[src/rtl/mole_scheduler.sv]
// mole_scheduler: whack-a-mole game sequencer.
//   Picks one of 8 holes from the lfsr value. A hole is never picked twice in a row.
//   Holds the mole up for a timed window and judges the player's buttons against it.
//   Emits one-cycle hit/miss pulses, then waits a gap before the next pick.
//
// Ports
//   CLK100MHZ   in   1  system clock, rising edge
//   reset       in   1  synchronous, active-high
//   enable      in   1  game running (level); low aborts to IDLE
//   lfsr_rand   in   3  lfsr output, sampled only in PICK (rand is a reserved word)
//   hit_btn     in   8  debounced buttons, one per hole
//   mole        out  8  one-hot visible mole, 0 when none
//   mole_idx    out  3  index of current/last mole
//   mole_valid  out  1  high while in UP
//   hit_pulse   out  1  one cycle: correct hole pressed while up
//   miss_pulse  out  1  one cycle: up window expired unhit
//   state       out  2  IDLE=0 PICK=1 UP=2 GAP=3
//
// Configuration macro: SPEEDUP_EN
//   When defined, each hit shortens the up window by SPEED_STEP ticks, down to MIN_UP_MS.
//   When undefined, the up window is always UP_MS ticks.
module mole_scheduler #(
  parameter int unsigned TICK_DIV   = 100000,
  parameter int unsigned UP_MS      = 1000,
  parameter int unsigned GAP_MS     = 500,
  parameter int unsigned MIN_UP_MS  = 250,
  parameter int unsigned SPEED_STEP = 50
) (
  input  logic       CLK100MHZ,
  input  logic       reset,
  input  logic       enable,
  input  logic [2:0] lfsr_rand,
  input  logic [7:0] hit_btn,
  output logic [7:0] mole,
  output logic [2:0] mole_idx,
  output logic       mole_valid,
  output logic       hit_pulse,
  output logic       miss_pulse,
  output logic [1:0] state
);

  // Tick counter is sized by the largest tick-valued operand it is compared against.
  localparam int unsigned MAX_A    = (UP_MS > GAP_MS) ? UP_MS : GAP_MS;
  localparam int unsigned MAX_B    = (MIN_UP_MS > SPEED_STEP) ? MIN_UP_MS : SPEED_STEP;
  localparam int unsigned TICK_MAX = (MAX_A > MAX_B) ? MAX_A : MAX_B;
  localparam int unsigned TW       = $clog2(TICK_MAX + 1);
  localparam int unsigned PW       = (TICK_DIV > 1) ? $clog2(TICK_DIV) : 1;

  localparam logic [PW-1:0] PRESC_LAST = PW'(TICK_DIV - 1);
  localparam logic [TW-1:0] GAP_LAST   = TW'(GAP_MS - 1);
  localparam logic [TW-1:0] UP_INIT    = TW'(UP_MS);

  typedef enum logic [1:0] {
    IDLE = 2'd0,
    PICK = 2'd1,
    UP   = 2'd2,
    GAP  = 2'd3
  } state_t;

  state_t        st;
  logic [PW-1:0] presc;
  logic [TW-1:0] ticks;
  logic [TW-1:0] cur_up;
  logic [2:0]    pick_idx;
  logic          tick_wrap;
  logic          up_done;
  logic          gap_done;
  logic          hit_now;

  assign state = st;

  // mole_idx doubles as the last-picked index; a repeat is bumped by one (7 wraps to 0).
  assign pick_idx  = (lfsr_rand == mole_idx) ? 3'(lfsr_rand + 3'd1) : lfsr_rand;

  assign tick_wrap = (presc == PRESC_LAST);
  assign up_done   = tick_wrap && (ticks == 3'(0) + TW'(cur_up - TW'(1)));
  assign gap_done  = tick_wrap && (ticks == GAP_LAST);
  assign hit_now   = hit_btn[mole_idx];

`ifndef SPEEDUP_EN
  assign cur_up = UP_INIT;
`endif

  // Sequencer: state, counters, outputs.
  always_ff @(posedge CLK100MHZ) begin
    if (reset) begin
      st         <= IDLE;
      presc      <= '0;
      ticks      <= '0;
      mole       <= '0;
      mole_idx   <= '0;
      mole_valid <= 1'b0;
      hit_pulse  <= 1'b0;
      miss_pulse <= 1'b0;
`ifdef SPEEDUP_EN
      cur_up     <= UP_INIT;
`endif
    end else begin
      hit_pulse  <= 1'b0;
      miss_pulse <= 1'b0;
      if (!enable) begin
        // Abort: no pulse, last index kept.
        st         <= IDLE;
        presc      <= '0;
        ticks      <= '0;
        mole       <= '0;
        mole_valid <= 1'b0;
`ifdef SPEEDUP_EN
        cur_up     <= UP_INIT;
`endif
      end else begin
        case (st)
          IDLE: st <= PICK;

          PICK: begin
            mole_idx   <= pick_idx;
            mole       <= 8'd1 << pick_idx;
            mole_valid <= 1'b1;
            presc      <= '0;
            ticks      <= '0;
            st         <= UP;
          end

          UP: begin
            if (hit_now) begin
              // A hit beats expiry in the same cycle.
              hit_pulse  <= 1'b1;
              mole       <= '0;
              mole_valid <= 1'b0;
              presc      <= '0;
              ticks      <= '0;
              st         <= GAP;
`ifdef SPEEDUP_EN
              if (32'(cur_up) >= MIN_UP_MS + SPEED_STEP) begin
                cur_up <= cur_up - TW'(SPEED_STEP);
              end else begin
                cur_up <= TW'(MIN_UP_MS);
              end
`endif
            end else if (up_done) begin
              miss_pulse <= 1'b1;
              mole       <= '0;
              mole_valid <= 1'b0;
              presc      <= '0;
              ticks      <= '0;
              st         <= GAP;
            end else if (tick_wrap) begin
              presc <= '0;
              ticks <= ticks + TW'(1);
            end else begin
              presc <= presc + PW'(1);
            end
          end

          GAP: begin
            if (gap_done) begin
              presc <= '0;
              ticks <= '0;
              st    <= PICK;
            end else if (tick_wrap) begin
              presc <= '0;
              ticks <= ticks + TW'(1);
            end else begin
              presc <= presc + PW'(1);
            end
          end
        endcase
      end
    end
  end

endmodule

[config.mk]
export PLATFORM = sky130hd
export DESIGN_NAME = mole_scheduler
export DESIGN_NICKNAME = d
export VERILOG_FILES = /design/src/rtl/mole_scheduler.sv
export SDC_FILE = /design/constraint.sdc
export NUM_CORES = 1
export LEC_CHECK = 0
export ABC_AREA = 1
export BUFFER_PORTS_ARGS = -buffer_cell sky130_fd_sc_hd__buf_2
export CAP_MARGIN = 20
export CORE_ASPECT_RATIO = 1.5
export CORE_UTILIZATION = 55
export DETAILED_ROUTE_END_ITERATION = 10
export PLACE_DENSITY = 0.75
export SYNTH_ARGS = -nofsm -noshare
export SYNTH_HDL_FRONTEND = slang
export SYNTH_SLANG_ARGS = --single-unit
[constraint.sdc]
create_clock -name CLK100MHZ -period 2.8 [get_ports CLK100MHZ]
set_input_delay 0 -clock CLK100MHZ [delete_from_list [all_inputs] [get_ports CLK100MHZ]]
set_output_delay 0 -clock CLK100MHZ [all_outputs]
set_load 0.05 [all_outputs]
==> Word-level counts from Yosys, hierarchy flattened <==
Cells that the tools add are included.
{ "word_totals": {"register_bits": 43, "latchBits": 0, "ramBits": 0, "romBits": 0, "input_bits": 14, "elab_cells": 60, "mem_count": 0} }
{ "op_classes": {"addsub": 3, "mul": 0, "div": 0, "magnitude_cmp": 1, "eq_ne": 9, "n_shift": 1, "n_mux": 25, "bitwise": 2, "reduce_logical": 11} }
{ "op_table": {"columns": ["op", "n"], "rows": [
  ["$mux 17", 4],
  ["$pmux 17 s3", 1],
  ["$mux 10", 4],
  ["$pmux 10 s3", 1],
  ["$add 17x1->17 const B", 1],
  ["$eq 17x17->1 const B", 1],
  ["$mux 8", 2],
  ["$pmux 8 s2", 1],
  ["$add 10x1->10 const B", 1],
  ["$eq 10x10->1 const B", 1],
  ["$eq 10x9->1 const B", 1],
  ["$pmux 2 s4", 1],
  ["$shl 1x3->8 const A", 1],
  ["$mux 2", 3],
  ["$reduce_and 2->1", 3],
  ["$mux 1", 5],
  ["$eq 2x2->1 const B", 2],
  ["$lt 3x4->1 const B", 1],
  ["$reduce_or 4->1", 1],
  ["$add 3x1->3 const B", 1],
  ["$bmux 1 s3", 1],
  ["$eq 3x3->1", 1],
  ["$mux 3", 1],
  ["$ne 3x3->1 const B", 1],
  ["10 further kinds", 12]
]} }

==> Depth between registers and ports, before layout <==
{ "logic_depth": {"word_depth": 5, "depth_mapped": 13, "depth_no_buf": 12} }

==> Worst setup path before layout <==
No wires, ideal clock.
{ "synth_path": {"path_kind": "register to register", "start": "register mole_idx[0]", "end": "register presc[11]", "t_arrival_ps": 1698, "required_ps": 2730, "path_slack_ps": 1031, "stages_incl_launch_ff": 13, "n_path_buf": 2, "synth_period_minus_slack_ps": 1769, "path_cell_list": "dfxtp_1 > buf_4 > inv_2 > nand2_1 > nand2_1 > nand2_1 > nand3_1 > nand2_2 > nand2_2 > nand2_4 > buf_4 > nand4_1 > a21oi_1"} }
{ "synth_via": {"elab_chain_cells": 4} }
{ "synth_lines": {"columns": ["item", "line_no", "rtl"], "rows": [
  ["start, declared", "35", "output logic [2:0] mole_idx,"],
  ["start signal, assigned", "116", "mole_idx <= pick_idx;"],
  ["$bmux 1 s3", "78", "assign hit_now = hit_btn[mole_idx];"],
  ["$mux 1 (not written as such)", "78", null],
  ["$mux 17", "125", "if (hit_now) begin"],
  ["$pmux 17 s3", "112", "case (st)"],
  ["end signal, assigned", "151", "presc <= presc + PW'(1);"],
  ["end signal, assigned", "164", "presc <= presc + PW'(1);"],
  ["end, declared", "61", "logic [PW-1:0] presc;"]
]} }
Every way passes these cells. The select of a mux whose other input is x is not followed.
A chain may end at the register's enable or synchronous reset.

==> Worst setup path in the final report <==
{ "layout_path": {"start": "register st[0], in the netlist state[0]", "end": "register ticks[2]"} }
{ "layout_via": {"elab_chain_cells": 2} }
{ "layout_lines": {"columns": ["item", "line_no", "rtl"], "rows": [
  ["start, declared", "60", "state_t st;"],
  ["start signal, assigned", "87", "st <= IDLE;"],
  ["start signal, assigned", "103", "st <= IDLE;"],
  ["start signal, assigned", "113", "IDLE: st <= PICK;"],
  ["$eq 2x2->1 or $eq 2x1->1 (tied branches)", "112", null],
  ["$pmux 10 s3 or $reduce_bool 3->1 (tied branches)", null, null],
  ["end signal, assigned", "149", "ticks <= ticks + TW'(1);"],
  ["end signal, assigned", "162", "ticks <= ticks + TW'(1);"],
  ["end, declared", "62", "logic [TW-1:0] ticks;"]
]} }
Parallel ways exist; a longest one is shown, timed or not.

==> impl_results.md <==
* Max-cap viol count at 0
* Cell area after synthesis at 0.00286 mm2
* Yosys cell types at 30
* Clk_skew at 0.00346 ns
* Area used by multi-input combinational logic at 0.00169 mm2
* Crit path kind: register to register
* Hold slack at 0.0880 ns
* Asr flop ratio synth at 0%
* Critical path's top delay family: compound AO/OA/AOI/OAI gates
* Final Hold Violating Endpoints at 0
* Min-Delay Path Depth at 3
* R2R depth at 7
* Synth Net Count at 480
* Hold WC Path Type: input pin to register
* FF+latch count, synth at 43
* Endpoint class of the critical path: register
* Yosys top cell by area: dfxtp_1
* Arr. time, crit path at 2.19 ns
* Synth-to-layout area growth at 9.90%
* Dpl cells at 544
* Root Buffer Master: clkbuf_8
* Via count at 2869
* CTS buffer count at 5
* Die width at 60.8 um
* Levels on crit path at 7
* Clock sinks at 43
* Initial antenna violation count at 0
* Largest net degree at the start of global routing at 24
* Ports at 30
* Worst-margin pin slew at 0.776 ns
* DR iter-0 viols at 253
* RSZ-0062 raised after global routing: no
* Critical Path RT at 3.03 ns
* Share of cells above drive strength 1 at 12.9%
* CORE AREA at 0.00493 mm2
* Status: finished, final reports clean
* Yosys top cell area share at 30.1%
* Final min period at 1.96 ns
* Setup TNS at 0 ns
* Syn avg cell area at 6.23 um2
* Worst-path maximum fanout at 16
* Fill cells at 497
* Routed len/inst at 12.0 um
* Slowest stage delay, CP at 0.45 ns
* Nets at 508
* Clock transition at path regs at 0.09 ns
* Pwr Density at 381 mW/mm2
* H-Tree Depth at 2
* Worst Path Buf+Inv at 2
* Fmax at 511 MHz
* Crit path launch type: register
* Post-DP HPWL at 5020 um
* Overflow after GRT at 0
* Max stage delay cell, worst path: ha_1
* Area contributors post-synth: dfxtp_1 30%, nand2_1 17%, inv_1 7.9%
* Slew headroom at 48.1%
* Fin crit share at 69.9%
* Post-synth top cells: 132 x nand2_1, 60 x inv_1, 47 x nor2_1
* ANT cells at 0
* Syn Inst Count at 458
* Total track usage at 26.6%
* Die area at 0.00549 mm2
* CP cell instances: inv_1 -> ha_1 -> a21oi_1 -> inv_1 -> a21oi_1 -> nand3_1 -> a21oi_1
* CP most frequent cell: a21oi_1
* Starting Density at 58.0%
* CTS tree: done
* Sequential fraction of the synthesis area at 30.1%
* Final WL at 6620 um
* Leak at 1.35 nW
* Vias in the first global route at 2784
* Port Buf Inserts at 29
* Final Max Slew Viols at 0
* First-pass GRT wire length at 11400 um
* CTS max path bufs at 2
* Vias/cell at 5.19
* Dominant synthesized flop cell: dfxtp_1
* Clock Latency Late Sink at 0.30 ns
* Setup violators final at 0
* Count leader, synth: nand2_1
* DRC viols at 0
* Placer Congestion at 0.956
* FF+latch area at 861 um2
* Rows at 31
* First-pass DRT Iterations at 4
* Post-synth EDFFs at 0
* Die H at 90.2 um
* ANT nets after route at 0
* VDD IR max at 350 uV
* Fin cells at 553
* Syn. warnings at 0
## worst paths after layout
check / slack, ns / end / from
max: 0.84 / ticks[2] / state[0]
min: 0.09 / mole_idx[2] / enable
max reg2reg: 0.84 / ticks[2] / state[0]
min reg2reg: 0.46 / mole[4] / mole[4]
## layout by cell type (no fill, tap or decap)
| master | Yosys | routed |
|---|---|---|
| clkinvlp_4 | 0 | 2 |
| ha_1 | 8 | 8 |
| nor2_4 | 2 | 2 |
| o21ai_0 | 7 | 7 |
| nand3b_1 | 1 | 1 |
| xor2_1 | 9 | 9 |
| o21ai_1 | 2 | 2 |
| nand3_2 | 4 | 4 |
| nand3_1 | 41 | 41 |
| nand2_1 | 132 | 132 |
| xnor2_1 | 3 | 3 |
| nor3b_1 | 1 | 1 |
| nor2_8 | 1 | 1 |
| nor2_2 | 3 | 3 |
| dlygate4sd3_1 | 0 | 1 |
| dfxtp_1 | 43 | 43 |
| inv_1 | 60 | 60 |
| nand2_2 | 7 | 7 |
| inv_2 | 2 | 2 |
| nor3_1 | 8 | 8 |
| nor3_2 | 1 | 1 |
| a211oi_1 | 1 | 1 |
| buf_4 | 3 | 3 |
| nand2_4 | 1 | 1 |
| clkbuf_8 | 0 | 5 |
| buf_2 | 2 | 29 |
| nor2_1 | 47 | 47 |
| o21ai_2 | 2 | 2 |
| nand4_1 | 18 | 18 |
| clkinv_1 | 1 | 1 |
| a21oi_1 | 41 | 41 |
| clkinv_2 | 0 | 1 |
## where the power goes
group	internal (W)	switching [W]
sequential	0.000617	0.00000729
combinational	0.0000465	0.000118
clock	0.000174	0.000233
## tightest hold or removal path, stage by stage
cell and delay, ns:
buf_2 0.11, nand2_1 0.14, a211oi_1 0.10
## routing by layer
layer,vias to the layer above,GRT usage [%],share of wire (%),wire length (um)
li1,1517,-,-,-
met1,1285,29.9,44,2880
met2,55,48.7,51,3400
met3,12,4.17,3.2,213
met4,0,8.14,1.8,121
met5,-,0,0,0
## cells by family (layout without fill, tap and decap cells)
family	count (synthesis)	after routing	synth area share, %
AND/OR/NAND/NOR	267	267	42.4
buffers and inverters	75	104	10.6
adder cells (fa/ha/maj)	8	8	3.51
flip-flops	43	43	30.1
AO/OA/AOI/OAI	53	53	9.64
XOR/XNOR	12	12	3.68
## cell type report
type / count / area share [%]
multi-input cells: 340 / 53.9
flip-flops and latches: 43 / 27.4
inverters: 63 / 7.54
repair buffers: 33 / 5.66
well taps: 66 / 2.63
clock buffers: 5 / 2.19
clock inverters: 3 / 0.638
## repair_timing
action | CTS | global route
resized for setup | 0 | 0
hold buffers | 1 | 0
hold endpoints to repair | 3 | 0
setup buffers | 0 | 0
## stage by stage
step / area, um2 / utilization, % / setup slack [ns] / power, W
global route: 3140 / 63.7 / 0.683 / 0.00124
finish: 3140 / 63.7 / 0.842 / 0.00119
detailed placement: 3040 / 61.7 / 0.878 / 0.000803
CTS: 3140 / 63.7 / 0.860 / 0.00120
global placement: 3040 / 61.7 / 0.960 / 0.000800
floorplan: 2860 / - / 1.03 / 0.000759
## state kept, by name (all words and copies together), names as in the netlist
register and cells:
hit_pulse 1, mole 8, mole_valid 1, miss_pulse 1, mole_idx 3, state 2
presc 17, ticks 10
Power figures use the tool's default switching activity.
